`src/rtl/apes_dac_pkg.sv`:
```
// rtl/apes_dac_pkg.sv - shared constants, state encoding and round-robin helper for the DAC arbiter
package apes_dac_pkg;

    typedef enum logic [1:0] {
        ST_IDLE  = 2'd0,
        ST_GRANT = 2'd1,
        ST_SHIFT = 2'd2
    } dac_state_e;

    localparam logic [8:0]  DAC_ADDR_DEF  = 9'h008;
    localparam logic [11:0] INIT_CODE_DEF = 12'h4D9;
    localparam int          FRAME_W       = 16;
    localparam int          GUARD_BITS    = 1;

    // First pending channel strictly after 'last', wrapping at n; returns 'last' if none pending.
    function automatic logic [3:0] rr_next(input logic [15:0] pend, input logic [3:0] last,
                                           input int n);
        logic [3:0] pick;
        logic       found;
        int         idx;
        pick  = last;
        found = 1'b0;
        for (int k = 1; k <= 16; k++) begin
            idx = (int'(last) + k) % n;
            if (k <= n && !found && pend[4'(idx)]) begin
                pick  = 4'(idx);
                found = 1'b1;
            end
        end
        return pick;
    endfunction

endpackage

```
`src/rtl/apes_dac_shifter.sv`:
```
// rtl/apes_dac_shifter.sv - serialises one 16-bit DAC frame with chip select, guard period and done pulse
module apes_dac_shifter
    import apes_dac_pkg::*;
#(
    parameter int NCH       = 4,
    parameter int HALF_LOG2 = 5
) (
    input  logic               clk50,
    input  logic               rst_n,
    input  logic               start_i,
    input  logic [FRAME_W-1:0] frame_i,
    input  logic [3:0]         ch_i,
    output logic               done_o,
    output logic               dac_clk_o,
    output logic               dac_dat_o,
    output logic [NCH-1:0]     cs_n_o
);

    localparam int              BIT_CYC   = 2 ** (HALF_LOG2 + 1);
    localparam int              CW        = HALF_LOG2 + 6;
    localparam logic [CW-1:0]   FRAME_CYC = CW'(FRAME_W * BIT_CYC);
    localparam logic [CW-1:0]   LAST_CYC  = CW'((FRAME_W + GUARD_BITS) * BIT_CYC - 1);

    logic               active_q;
    logic               done_q;
    logic [CW-1:0]      cyc_q;
    logic [FRAME_W-1:0] shreg_q;
    logic [3:0]         ch_q;
    logic               in_frame;
    logic               bit_end;

    // Cycles past FRAME_CYC are the guard: bus idle, chip selects released.
    assign in_frame = active_q && (cyc_q < FRAME_CYC);
    assign bit_end  = &cyc_q[HALF_LOG2:0];

    always_ff @(posedge clk50 or negedge rst_n) begin
        if (!rst_n) begin
            active_q <= 1'b0;
            done_q   <= 1'b0;
            cyc_q    <= '0;
            shreg_q  <= '0;
            ch_q     <= '0;
        end else begin
            done_q <= 1'b0;
            if (!active_q) begin
                if (start_i) begin
                    active_q <= 1'b1;
                    cyc_q    <= '0;
                    shreg_q  <= frame_i;
                    ch_q     <= ch_i;
                end
            end else if (cyc_q == LAST_CYC) begin
                active_q <= 1'b0;
                done_q   <= 1'b1;
                cyc_q    <= '0;
                shreg_q  <= '0;
            end else begin
                cyc_q <= cyc_q + CW'(1);
                if (in_frame && bit_end) begin
                    shreg_q <= {shreg_q[FRAME_W-2:0], 1'b0};
                end
            end
        end
    end

    assign done_o    = done_q;
    assign dac_clk_o = in_frame & cyc_q[HALF_LOG2];
    assign dac_dat_o = in_frame & shreg_q[FRAME_W-1];

    always_comb begin
        cs_n_o = '1;
        for (int i = 0; i < NCH; i++) begin
            cs_n_o[i] = !(in_frame && (ch_q == 4'(i)));
        end
    end

endmodule

```
`src/rtl/apes_dac_arb.sv`:
```
// rtl/apes_dac_arb.sv - per-channel DAC code registers with round-robin arbitration onto one serial bus
module apes_dac_arb
    import apes_dac_pkg::*;
#(
    parameter int          NCH       = 4,
    parameter logic [8:0]  DAC_ADDR  = DAC_ADDR_DEF,
    parameter logic [11:0] INIT_CODE = INIT_CODE_DEF,
    parameter int          HALF_LOG2 = 5
) (
    input  logic           clk50,
    input  logic           rst_n,
    input  logic           dac_rst,
    input  logic           regw_pls,
    input  logic [8:0]     Lcla,
    input  logic [31:0]    Lcld,
    output logic           Dac_clk,
    output logic           Dac_dat,
    output logic [NCH-1:0] CTRL_ENn,
    output logic           dac_busy,
    output logic [31:0]    dac_stat
);

    localparam int         IW    = $clog2(NCH);
    localparam logic [4:0] NCH_W = 5'(NCH);

    dac_state_e     state_q, state_d;
    logic [11:0]    code_q [NCH];
    logic [11:0]    code_d [NCH];
    logic [NCH-1:0] pending_q, pending_d;
    logic [3:0]     last_q, last_d;
    logic [3:0]     wr_ch;
    logic [3:0]     sel;
    logic           wr_en;
    logic           start;
    logic           done;
    logic           unused_lcld;

    assign unused_lcld = ^Lcld[31:16];
    assign wr_ch       = Lcld[15:12];
    assign wr_en       = regw_pls && (Lcla == DAC_ADDR) && ({1'b0, wr_ch} < NCH_W) && !dac_rst;
    assign sel         = rr_next(16'(pending_q), last_q, NCH);
    assign dac_busy    = (state_q != ST_IDLE);

    always_comb begin
        state_d = state_q;
        start   = 1'b0;
        case (state_q)
            ST_IDLE:  if (pending_q != '0 && !dac_rst) state_d = ST_GRANT;
            ST_GRANT: begin
                start   = 1'b1;
                state_d = ST_SHIFT;
            end
            ST_SHIFT: if (done) state_d = ST_IDLE;
            default:  state_d = ST_IDLE;
        endcase
    end

    // Ordering gives a same-cycle write priority over the grant clear, and dac_rst over both.
    always_comb begin
        code_d    = code_q;
        pending_d = pending_q;
        last_d    = last_q;
        if (start) begin
            pending_d[sel[IW-1:0]] = 1'b0;
            last_d                 = sel;
        end
        if (wr_en) begin
            code_d[wr_ch[IW-1:0]]    = Lcld[11:0];
            pending_d[wr_ch[IW-1:0]] = 1'b1;
        end
        if (dac_rst) begin
            for (int i = 0; i < NCH; i++) begin
                code_d[i] = INIT_CODE;
            end
            pending_d = '1;
        end
    end

    always_ff @(posedge clk50 or negedge rst_n) begin
        if (!rst_n) begin
            state_q   <= ST_IDLE;
            pending_q <= '1;
            last_q    <= 4'(NCH - 1);
            for (int i = 0; i < NCH; i++) begin
                code_q[i] <= INIT_CODE;
            end
        end else begin
            state_q   <= state_d;
            pending_q <= pending_d;
            last_q    <= last_d;
            code_q    <= code_d;
        end
    end

    always_comb begin
        dac_stat     = '0;
        dac_stat[31] = dac_busy;
        for (int i = 0; i < NCH && i < 4; i++) begin
            dac_stat[24+i] = pending_q[i];
        end
        dac_stat[21:20] = last_q[1:0];
        dac_stat[11:0]  = code_q[last_q[IW-1:0]];
    end

    apes_dac_shifter #(
        .NCH       (NCH),
        .HALF_LOG2 (HALF_LOG2)
    ) u_shifter (
        .clk50     (clk50),
        .rst_n     (rst_n),
        .start_i   (start),
        .frame_i   ({4'h0, code_q[sel[IW-1:0]]}),
        .ch_i      (sel),
        .done_o    (done),
        .dac_clk_o (Dac_clk),
        .dac_dat_o (Dac_dat),
        .cs_n_o    (CTRL_ENn)
    );

endmodule

```
`config.mk`:
```
export PLATFORM = sky130hd
export DESIGN_NAME = apes_dac_arb
export DESIGN_NICKNAME = d
export VERILOG_FILES = /design/src/rtl/apes_dac_pkg.sv /design/src/rtl/apes_dac_shifter.sv /design/src/rtl/apes_dac_arb.sv
export SDC_FILE = /design/constraint.sdc
export NUM_CORES = 1
export LEC_CHECK = 0
export BUFFER_PORTS_ARGS = -buffer_cell sky130_fd_sc_hd__buf_2
export CAP_MARGIN = 25
export CORE_MARGIN = 8
export CORE_UTILIZATION = 40
export DETAILED_ROUTE_END_ITERATION = 7
export PLACE_DENSITY_LB_ADDON = 0.1
export SETUP_SLACK_MARGIN = 0.05
export SYNTH_ARGS = -nofsm -noshare
export SYNTH_HDL_FRONTEND = slang
export SYNTH_HIERARCHICAL = 1
export SYNTH_SLANG_ARGS = --single-unit
```
`constraint.sdc`:
```
create_clock -name clk50 -period 2.3 [get_ports clk50]
set_input_delay 0.345 -clock clk50 [delete_from_list [all_inputs] [get_ports clk50]]
set_output_delay 0.345 -clock clk50 [all_outputs]
set_load 0.03 [all_outputs]
```
# After elaboration in Yosys (flattened, before gate mapping)
# Cells that the tools add are included.
# classes
n_addsub	5
order_cmp	14
n_eq_ne	10
muxes	53
bitwise	13
reduce_logical	38
# op_table
operator	n
48-bit two-way mux	2
16-bit two-way mux	4
12-bit two-way mux	5
12-bit binary-select mux with 2-bit select	2
48-bit bitwise mux	1
11-bit two-way mux	3
4-bit two-way mux	7
12-bit demux with 2-bit select	1
3-bit by 6-bit < comparator with 1-bit output, second input constant	4
1-bit two-way mux	19
1-bit logical AND	16
1-bit binary-select mux with 3-bit select	4
11-bit by 1-bit adder with 11-bit output, second input constant	1
11-bit equality test, second input constant	1
11-bit < comparator, second input constant	1
9-bit by 4-bit equality test with 1-bit output, second input constant	1
3-bit greater-or-equal comparator, second input constant	3
2-bit inverter with 3-bit output	3
4-bit by 2-bit equality test with 1-bit output, second input constant	2
1-bit zero test	8
2-bit OR reduction	4
2-bit by 3-bit < comparator with 1-bit output, second input constant	2
2-bit one-hot mux with 3 select lines	1
2-bit AND reduction	3
other kinds (24)	35
# totals
ff_bits	91
in_bits	45
out_inout_bits	39

# Depth between registers and ports, before layout
# Gate-level depths: netlist of the first run.
# depth
ltp_word	26
ltp_mapped	9
ltp_nobuf	7

# By module
# The synthesis of the first run kept the hierarchy.
# by_module_without_submodules
mod	n_inst	cells_each	area_each_um2
apes_dac_arb	1	309	3455.8
apes_dac_shifter	1	165	1680.4

# Worst setup path after synthesis of the first run
# OpenSTA, ideal clock, no wires.
# synth_path
kind	reg2reg
from	register pending_q[3]
to	register u_shifter.shreg_q[10]
setup_ps	138
arrival_time_ps	1837
path_slack_ps	325
path_stages_with_launch	9
cell_sequence	dfstp_2 > nand3b_1 > a31oi_2 > buf_6 > buf_4 > mux2i_1 > a21oi_1 > mux2i_1 > o31ai_1
# synth_between
elab_chain_len	19
word_cells_on_any_way	31
classes_between	mux (24); bitwise (1); reduce/logical (6)
# synth_rtl
item	line	rtl
start, declared	apes_dac_arb.sv:29	logic [NCH-1:0] pending_q, pending_d;
start signal, assigned	apes_dac_arb.sv:89	pending_q <= pending_d;
1-bit binary-select mux with 3-bit select	apes_dac_pkg.sv:25	if (k <= n && !found && pend[4'(idx)]) begin
1-bit two-way mux (not written as such) (2 in series)	apes_dac_pkg.sv:25	
1-bit two-way mux	apes_dac_pkg.sv:25	
1-bit zero test	apes_dac_pkg.sv:25	
1-bit logical AND	apes_dac_pkg.sv:25	
1-bit two-way mux	apes_dac_pkg.sv:25	
1-bit zero test	apes_dac_pkg.sv:25	
1-bit logical AND	apes_dac_pkg.sv:25	
1-bit two-way mux	apes_dac_pkg.sv:25	
1-bit zero test	apes_dac_pkg.sv:25	
1-bit logical AND	apes_dac_pkg.sv:25	
4-bit two-way mux (*)	apes_dac_pkg.sv:25	
2-bit inverter with 3-bit output (not written as such) (*)	apes_dac_arb.sv:112	.frame_i ({4'h0, code_q[sel[IW-1:0]]}),
12-bit binary-select mux with 2-bit select (*)	apes_dac_arb.sv:112	
12-bit two-way mux (not written as such) (*) (2 in series)	apes_dac_arb.sv:112	
16-bit two-way mux (*)	apes_dac_shifter.sv:46	if (start_i) begin
16-bit two-way mux (*)	apes_dac_shifter.sv:45	if (!active_q) begin
end signal, assigned	apes_dac_shifter.sv:49	shreg_q <= frame_i;
end signal, assigned	apes_dac_shifter.sv:60	shreg_q <= {shreg_q[FRAME_W-2:0], 1'b0};
end, declared	apes_dac_shifter.sv:27	logic [FRAME_W-1:0] shreg_q;
# Mark *: on every way between the ends. The rest lies on a longest branch, timed or not. The select of a mux whose other input is x is not followed.
# A chain may end at the register's enable or synchronous reset.

# Final worst setup path of the first run
# layout_path
from	register last_q[0]
to	output dac_stat[6]
# layout_between
elab_chain_len	4
# layout_rtl
item	line	rtl
start, declared	apes_dac_arb.sv:30	logic [3:0] last_q, last_d;
start signal, assigned	apes_dac_arb.sv:83	last_q <= 4'(NCH - 1);
start signal, assigned	apes_dac_arb.sv:90	last_q <= last_d;
2-bit inverter with 3-bit output (not written as such)	apes_dac_arb.sv:102	dac_stat[11:0] = code_q[last_q[IW-1:0]];
12-bit binary-select mux with 2-bit select	apes_dac_arb.sv:102	
12-bit two-way mux (not written as such) (2 in series)	apes_dac_arb.sv:102	
end, declared	apes_dac_arb.sv:20	output logic [31:0] dac_stat
# No other way between the ends. The select of a mux whose other input is x is not followed.

==> flow_metrics.env, run 1 <==
export IMPL_status="completed"
export IMPL_synth_most_common_cell="dfrtp_1"
export IMPL_fin_skew_ns=0.00338
export IMPL_cp_depth=3
export IMPL_synthXorXnorAreaFrac_pct=0.341
export IMPL_slew_headroom_pct=59.7
export IMPL_nNetsFinal=579
export IMPL_numCtsBuffers=9
export IMPL_worstPathArrival_ns=1.83
export IMPL_synth_area_um2=5140
export IMPL_cp_top_family="flip-flops"
export IMPL_grt_overflow=0
export IMPL_cts_buffer_depth=2
export IMPL_synth_cell_types=58
export IMPL_critPathKind="reg2out"
export IMPL_synth_commonest_cells="dfrtp_1, mux2i_1, nor2_1"
export IMPL_crit_buf_inv=2
export IMPL_drive_gt1_share_pct=31.2
export IMPL_root_buffer="clkbuf_16"
export IMPL_viasPerCell=5.26
export IMPL_wl_per_cell_um=17.2
export IMPL_drt_wl_total_um=12200
export IMPL_r2r_setup_slack_ns=0.26
export IMPL_multiInputGateArea_um2=2550
export IMPL_route_met2_wl_um=5770
export IMPL_setup_viol=0
export IMPL_placed_cell_area_um2=5640
export IMPL_num_vias=3734
export IMPL_crit_start="last_q[0]"
export IMPL_fin_crit_ns=2.18
export IMPL_max_freq_mhz=459
export IMPL_critPathCapture="dac_stat[6]"
export IMPL_critPathLaunchType="register"
export IMPL_grt_max_degree=54
export IMPL_r2r_start="last_q[1]"
export IMPL_hp_class="in2reg"
export IMPL_die_x_um=129
export IMPL_crit_chain="buf_6 -> mux4_2 -> buf_2"
export IMPL_synth_adder_area_share_pct=0.244
export IMPL_dieArea_um2=16700
export IMPL_synth_simple_area_share_pct=17.1
export IMPL_drv_slew=0
export IMPL_regArea_um2=2310
export IMPL_dp_cells=692
export IMPL_crit_fanout=9
export IMPL_worst_r2r_cell_count=8
export IMPL_cts_tree="done"
export IMPL_topRoutingLayerUsed="met4"
export IMPL_cts_sinks=91
export IMPL_synth_compound_area_share_pct=13.7
export IMPL_drtPass1Iterations=4
export IMPL_leakage_nw=2.62
export IMPL_rsz0062_at_grt="no"
export IMPL_ys_warn_count=6
export IMPL_synth_async_sr_flop_share_pct=100
export IMPL_synth_seq_area_share_pct=45.1
export IMPL_final_antenna_net_count=0
export IMPL_worst_slew_pin_slew_ns=0.602
export IMPL_die_h_um=129
export IMPL_final_cells=710
export IMPL_ys_flop_type="dfrtp_1"
export IMPL_final_period_utilization_pct=94.6
export IMPL_ir_drop_mv=0.475
export IMPL_slowest_stage="dfstp_2"
export IMPL_tns_ns=0
export IMPL_synth_top_area_share_pct=29.7
export IMPL_hpwl_um=8390
export IMPL_antenna_diode_count=0
export IMPL_utilization_pct=47.3
export IMPL_cp_required_ns=1.96
export IMPL_end_kind="output port"
export IMPL_cap_violations=0
export IMPL_initial_core_util_pct=40.9
export IMPL_coreArea_um2=12600
export IMPL_finalPower_mw=5.58
export IMPL_num_rows=41
export IMPL_place_congestion=0.722
export IMPL_wl_met3_um=540
export IMPL_area_delta_synth_final_pct=15.8
export IMPL_grt_pass1_wl_um=20000
export IMPL_grtUsageTotal_pct=15.3
export IMPL_p_per_area_nw_per_um2=939
export IMPL_antenna_found_initial=0
export IMPL_synth_largest_area_cell="dfrtp_1"
export IMPL_clk_pin_slew_ns=0.06
export IMPL_drt_initial_drc_count=194
export IMPL_max_stage_delay_ns=0.56
export IMPL_r2r_end="u_shifter/shreg_q[6]"
export IMPL_drc=0
export IMPL_io_buffer_count=54
export IMPL_synth_edf_count=0
export IMPL_synthMuxAreaShare_pct=16.5
export IMPL_first_global_vias=3756
export IMPL_wl_met1_um=5750
export IMPL_synth_area_top_cells="dfrtp_1, dfstp_2, mux2i_1, mux4_2, nor2b_1"
export IMPL_h_tree_depth=3
export IMPL_netlist_instances=474
export IMPL_ys_ff_latch=91
export IMPL_hold_violations=0
export IMPL_io_pin_count=84
export IMPL_fin_area_um2=5950
export IMPL_synth_top_family_by_area="simple AND/OR/NAND/NOR gates"
export IMPL_clk_latency_ns=0.34
export IMPL_fillers=1199
export IMPL_syn_mean_instance_area_um2=10.8
per-stage QoR:
stage | setup slack [ns] | hold slack (ns)
2_1_floorplan | 0.325 | 0.0494
3_3_place_gp | 0.216 | 0.327
3_5_place_dp | 0.195 | 0.334
4_1_cts | 0.0414 | 0.249
5_1_grt | 0.0533 | 0.260
6_report | 0.123 | 0.258
cell type report:
cell class	count	share of cell area, %
inverters	10	0.631
clock buffers	11	4.25
well taps	172	3.62
repair buffers	83	9.26
multi-input cells	338	42.9
clock inverters	5	0.463
flip-flops and latches	91	38.9
registers in the layout (all words and copies together) (netlist names):
register            cells
pending_q               4
u_shifter/ch_q          4
u_shifter/shreg_q      16
last_q                  4
u_shifter/done_o        1
u_shifter/cyc_q        11
code_q                 48
u_shifter/active_q      1
state_q                 2
kinds of logic after synthesis:
kind of cell / Yosys count
buf+inv: 61
simple gates: 156
flops: 91
compound gates: 93
fa+ha+maj: 1
other cells: 1
xor+xnor: 2
mux: 69
routing by layer:
metal / GRT usage (%) / vias up
met5: 0 / -
met4: 4.15 / 0
met3: 4.11 / 12
met2: 25.3 / 72
met1: 19.3 / 1870
li1: - / 1780
worst min path at each step:
stage	startpoint	endpoint	slack, ns	cells past startpoint
floorplan	rst_n	code_q[11]	0.05	0
CTS	Lcld[10]	code_q[22]	0.25	2
finish	Lcld[10]	code_q[22]	0.26	2
global route	Lcld[4]	code_q[16]	0.26	2
detailed placement	rst_n	state_q[1]	0.33	1
global placement	rst_n	state_q[1]	0.33	1
power by group:
part / total, mW / internal (mW) / switching, mW / leakage [nW]
Clock: 1.40 / 0.784 / 0.617 / 0.141
Sequential: 2.10 / 1.86 / 0.237 / 1.13
Combinational: 2.08 / 0.848 / 1.24 / 1.35
cell usage in the layout (no fill, tap or decap), types with 5 or more instances in the layout:
cell and instances:
dfstp_2 30, nand2b_1 5, a211o_1 19, mux4_2 12, buf_2 53, inv_1 10, a211oi_1 12, a211o_2 7
dfrtp_1 61, a21oi_1 14, conb_1 17, o21ai_0 9, o31ai_1 18, mux2i_1 53, nand2_1 37, buf_4 23
clkbuf_16 9, nor2_1 42, nor2b_1 33
worst reg2reg max path, cell delays in order (launching register included):
cell and delay, ns:
dfstp_2 0.63, mux2i_1 0.21, nor2_1 0.08, a211oi_4 0.25, buf_12 0.21, a211oi_1 0.07
a21oi_1 0.16, mux2i_1 0.10, o31ai_1 0.23
what timing repair did:
item | 4_1_cts | 5_1_grt
resized for setup | 1 | 2
buffers inserted | 0 | 1
setup endpoints to repair | 8 | 13
hold buffers | 1 | 0
hold endpoints to repair | 25 | 0
(Power assumes the default switching activity.)
==> run 2, diff against run 1 <==
--- a/config.mk
+++ b/config.mk
@@ -5,11 +5,11 @@
 export SDC_FILE = /design/constraint.sdc
 export NUM_CORES = 1
 export LEC_CHECK = 0
-export BUFFER_PORTS_ARGS = -buffer_cell sky130_fd_sc_hd__buf_2
 export CAP_MARGIN = 25
 export CORE_MARGIN = 8
 export CORE_UTILIZATION = 40
 export DETAILED_ROUTE_END_ITERATION = 7
+export DONT_BUFFER_PORTS = 1
 export PLACE_DENSITY_LB_ADDON = 0.1
 export SETUP_SLACK_MARGIN = 0.05
 export SYNTH_ARGS = -nofsm -noshare
==> flow_metrics.env, run 2 (synthesis results as in run 1) <==
export IMPL_die_x_um=129
export IMPL_num_vias=3445
export IMPL_clk_latency_ns=0.33
export IMPL_crit_chain="buf_4 -> mux4_2"
export IMPL_worst_slew_pin_slew_ns=0.638
export IMPL_drc=0
export IMPL_slew_headroom_pct=57.1
export IMPL_nNetsFinal=519
export IMPL_drt_wl_total_um=11800
export IMPL_grt_overflow=0
export IMPL_numCtsBuffers=9
export IMPL_fin_area_um2=5590
export IMPL_place_congestion=0.730
export IMPL_cts_sinks=91
export IMPL_finalPower_mw=5.33
export IMPL_io_buffer_count=0
export IMPL_final_period_utilization_pct=94.2
export IMPL_io_pin_count=84
export IMPL_hpwl_um=7650
export IMPL_grt_max_degree=92
export IMPL_hold_violations=91
export IMPL_worstPathArrival_ns=1.82
export IMPL_violations="negative hold slack"
export IMPL_wl_per_cell_um=18.2
export IMPL_post_cts_buffers=0
export IMPL_leakage_nw=2.36
export IMPL_utilization_pct=44.4
export IMPL_max_stage_delay_ns=0.66
export IMPL_final_common_cell="dfrtp_1"
export IMPL_die_h_um=129
export IMPL_r2r_start="last_q[1]"
export IMPL_drt_initial_drc_count=178
export IMPL_h_tree_depth=3
export IMPL_antenna_diode_count=0
export IMPL_drv_slew=0
export IMPL_viasPerCell=5.30
export IMPL_whs_ns=-0.297
export IMPL_setup_viol=0
export IMPL_max_freq_mhz=462
export IMPL_grt_pass1_wl_um=19300
export IMPL_p_per_area_nw_per_um2=954
export IMPL_coreArea_um2=12600
export IMPL_fillers=1207
export IMPL_drtPass1Iterations=6
export IMPL_r2r_setup_slack_ns=0.23
export IMPL_critPathKind="reg2out"
export IMPL_cp_required_ns=1.96
export IMPL_cts_buffer_depth=2
export IMPL_area_delta_synth_final_pct=8.75
export IMPL_end_kind="output port"
export IMPL_top_register="code_q"
export IMPL_hp_class="in2async"
export IMPL_drive_gt1_share_pct=21.8
export IMPL_dieArea_um2=16700
export IMPL_status="complete, but fails checks"
export IMPL_tns_ns=0
export IMPL_fin_crit_ns=2.17
export IMPL_r2r_end="u_shifter/shreg_q[2]"
export IMPL_critPathLaunchType="register"
export IMPL_crit_fanout=8
export IMPL_ir_drop_mv=0.403
export IMPL_cap_violations=0
export IMPL_root_buffer="clkbuf_16"
export IMPL_fin_skew_ns=0.00617
export IMPL_worst_r2r_cell_count=8
export IMPL_slowest_stage="mux4_2"
export IMPL_reg_top3="code_q: 48 flops, u_shifter/shreg_q: 16 flops, u_shifter/cyc_q: 11 flops"
export IMPL_antenna_found_initial=0
export IMPL_final_cell_mix="dfrtp_1, mux2i_1, nor2_1"
export IMPL_clk_pin_slew_ns=0.06
export IMPL_final_antenna_net_count=0
export IMPL_cts_tree="done"
export IMPL_initial_core_util_pct=40.9
export IMPL_rsz0062_at_grt="yes"
export IMPL_num_rows=41
export IMPL_largest_register_ffs=48
export IMPL_first_global_vias=3381
export IMPL_placed_cell_area_um2=5310
export IMPL_grtUsageTotal_pct=14.8
export IMPL_crit_start="last_q[0]"
[run 2: changes by cell type in the layout (fill, tap and decap cells not counted), sizes merged]
cell         delta
buf            -59
clkbuf          +5
clkinv          -4
clkinvlp        -1
dlygate4sd3     -1
[run 2: per-layer routing]
metal  part of all wire [%]  GRT usage, %
met2                     45          22.1
met1                     48          20.3
met3                    6.3          4.31
met4                   0.91          4.77
met5                      0             0
[run 2: layout make-up]
cell class              count  area (µm²)  share of cell area [%]
multi-input cells         338        2550                    45.6
flip-flops and latches     91        2310                    41.4
clock buffers              16         272                    4.86
well taps                 172         215                    3.85
repair buffers             23         198                    3.54
inverters                  10        37.5                   0.672
[run 2: worst max-delay path, delay by kind of cell (launching register included)]
kind	cells	cell delay, ns
mux	1	0.66
flops	1	0.58
buf+inv	1	0.24
[run 2: repair_timing]
item | CTS | global route
endpoints found under the hold margin | 91 | 91
endpoints found under the setup margin | 0 | 1
resized for setup | 0 | 1
[run 2: how the worst max path moves through the flow]
| stage | end | slack [ns] | cells after the start |
|---|---|---|---|
| after global placement | u_shifter/shreg_q[10] | 0.23 | 8 |
| final | dac_stat[2] | 0.13 | 2 |
| after CTS | dac_stat[2] | 0.11 | 2 |
| after global routing | u_shifter/shreg_q[2] | 0.05 | 8 |
| after floorplan | u_shifter/shreg_q[10] | 0.33 | 8 |
| after detailed placement | u_shifter/shreg_q[10] | 0.23 | 8 |
[run 2: power by group]
group	internal, mW	leakage [nW]	switching (mW)	total, mW
registers	1.86	1.13	0.254	2.12
logic	0.744	1.10	1.09	1.84
clock network	0.795	0.131	0.579	1.37
[run 2: through the flow]
step / hold WS, ns / setup slack, ns / std cells
3_3_place_gp: 0.0548 / 0.227 / 634
4_1_cts: -0.310 / 0.111 / 650
3_5_place_dp: 0.0548 / 0.226 / 634
6_report: -0.297 / 0.134 / 650
5_1_grt: -0.320 / 0.0490 / 650
2_1_floorplan: 0.0494 / 0.325 / 490
==> run 3, diff against run 2 <==
==> constraint.sdc (replaced) <==
create_clock -name clk50 -period 2.6 [get_ports clk50]
set_input_delay 0.39 -clock clk50 [delete_from_list [all_inputs] [get_ports clk50]]
set_output_delay 0.39 -clock clk50 [all_outputs]
set_load 0.03 [all_outputs]
==> flow_metrics.env, run 3 (synthesis results as in run 1) <==
export IMPL_status="completed"
export IMPL_clk_pin_slew_ns=0.06
export IMPL_cts_sinks=91
export IMPL_numCtsBuffers=9
export IMPL_grtUsageTotal_pct=14.8
export IMPL_wl_met3_um=827
export IMPL_critPathKind="reg2out"
export IMPL_num_vias=3430
export IMPL_worst_slew_pin_slew_ns=0.585
export IMPL_end_kind="output port"
export IMPL_fin_skew_ns=0.00659
export IMPL_die_x_um=129
export IMPL_drc=0
export IMPL_top_register="code_q"
export IMPL_critPathLaunchType="register"
export IMPL_reg_top3="code_q: 48 flops, u_shifter/shreg_q: 16 flops, u_shifter/cyc_q: 11 flops"
export IMPL_max_freq_mhz=424
export IMPL_io_pin_count=84
export IMPL_nNetsFinal=514
export IMPL_place_congestion=0.704
export IMPL_crit_chain="buf_4 -> mux4_2"
export IMPL_grt_pass1_wl_um=19100
export IMPL_crit_fanout=11
export IMPL_final_antenna_net_count=0
export IMPL_p_per_area_nw_per_um2=850
export IMPL_die_h_um=129
export IMPL_grt_max_degree=92
export IMPL_wl_per_cell_um=18.1
export IMPL_h_tree_depth=3
export IMPL_final_common_cell="dfrtp_1"
export IMPL_drt_wl_total_um=11700
export IMPL_slew_headroom_pct=60.8
export IMPL_num_rows=41
export IMPL_area_delta_synth_final_pct=8.65
export IMPL_leakage_nw=2.35
export IMPL_slowest_stage="mux4_2"
export IMPL_rsz0062_at_grt="no"
export IMPL_clk_latency_ns=0.34
export IMPL_cts_tree="done"
export IMPL_topRoutingLayerUsed="met4"
export IMPL_hold_violations=0
export IMPL_coreArea_um2=12600
export IMPL_worstPathArrival_ns=1.97
export IMPL_max_stage_delay_ns=0.67
export IMPL_dieArea_um2=16700
export IMPL_fin_ws_ns=0.242
export IMPL_cp_top_family="multiplexers"
export IMPL_cts_buffer_depth=2
export IMPL_hp_class="in2reg"
export IMPL_drive_gt1_share_pct=20.9
export IMPL_drv_slew=0
export IMPL_initial_core_util_pct=40.9
export IMPL_whs_ns=0.125
export IMPL_drtPass1Iterations=4
export IMPL_antenna_found_initial=0
export IMPL_viasPerCell=5.32
export IMPL_wl_met1_um=5350
export IMPL_antenna_diode_count=0
export IMPL_io_buffer_count=0
export IMPL_root_buffer="clkbuf_16"
export IMPL_largest_register_ffs=48
export IMPL_final_period_utilization_pct=90.7
export IMPL_grt_overflow=0
export IMPL_fin_crit_ns=2.36
export IMPL_first_global_vias=3462
export IMPL_drt_initial_drc_count=219
export IMPL_ir_drop_mv=0.544
export IMPL_cp_required_ns=2.21
export IMPL_final_cell_mix="dfrtp_1, mux2i_1, nor2_1"
export IMPL_setup_viol=0
export IMPL_cap_violations=0
export IMPL_hpwl_um=7450
export IMPL_crit_buf_inv=1
export IMPL_route_met2_wl_um=5340
export IMPL_fillers=1223
export IMPL_place_ws_ns=0.377
export IMPL_tns_ns=0
## run 3: changes by cell type in the layout (fill, tap and decap cells not counted), sizes merged
cell and delta:
buf -6, clkbuf -1, clkinvlp +1, dlygate4sd3 +1
## run 3: worst register-to-register path: stages (launching register included)
cell	delay, ns
dfstp_2	0.60
buf_4	0.28
nand2b_1	0.19
a31oi_4	0.10
buf_12	0.19
nor2b_1	0.16
a211oi_1	0.06
a21oi_1	0.22
mux2i_1	0.11
o31ai_1	0.22
## run 3: final timing paths
path	depth (start not counted)	startpoint	slack (ns)	to
worst min register to register	1	u_shifter/done_o	0.46	state_q[1]
min in group asynchronous	2	rst_n	0.64	code_q[35]
max in group asynchronous	2	rst_n	1.58	code_q[42]
worst max-delay path	2	last_q[0]	0.24	dac_stat[2]
worst max register to register	9	last_q[1]	0.38	u_shifter/shreg_q[11]
worst min-delay path	1	dac_rst	0.12	code_q[13]
## run 3: final cells by class
| class | instances | area [µm²] | area share, % |
|---|---|---|---|
| Clock buffer | 15 | 278 | 4.98 |
| Clock inverter | 1 | 7.51 | 0.135 |
| Inverter | 10 | 37.5 | 0.673 |
| Multi-Input combinational cell | 338 | 2540 | 45.6 |
| Sequential cell | 91 | 2310 | 41.5 |
| Tap cell | 172 | 215 | 3.86 |
| Timing Repair Buffer | 18 | 183 | 3.27 |
## run 3: what timing repair did
| item | in CTS | in global routing |
|---|---|---|
| endpoints found under the hold margin | 91 | 0 |
| buffers inserted | 0 | 0 |
| resized for setup | 0 | 0 |
| hold buffers | 2 | 0 |
| endpoints found under the setup margin | 0 | 0 |
## run 3: routing by layer
metal  vias up  global-route usage [%]
met2        70                    22.6
met5         -                       0
met4         0                    5.87
met3        11                    4.11
li1       1649                       -
met1      1700                    19.5
## run 3: through the flow
step / cells / power, mW / area, µm² / utilization [%]
after floorplan: 490 / 3.18 / 5200 / -
after CTS: 645 / 4.82 / 5580 / 44.4
final: 645 / 4.74 / 5580 / 44.4
after global routing: 645 / 5.06 / 5580 / 44.4
after detailed placement: 627 / 3.50 / 5260 / 41.8
after global placement: 627 / 3.46 / 5260 / 41.8
## run 3: power by group
group	internal, mW	total, mW	switching, mW
clock network	0.728	1.26	0.527
registers	1.65	1.88	0.236
logic	0.624	1.60	0.978
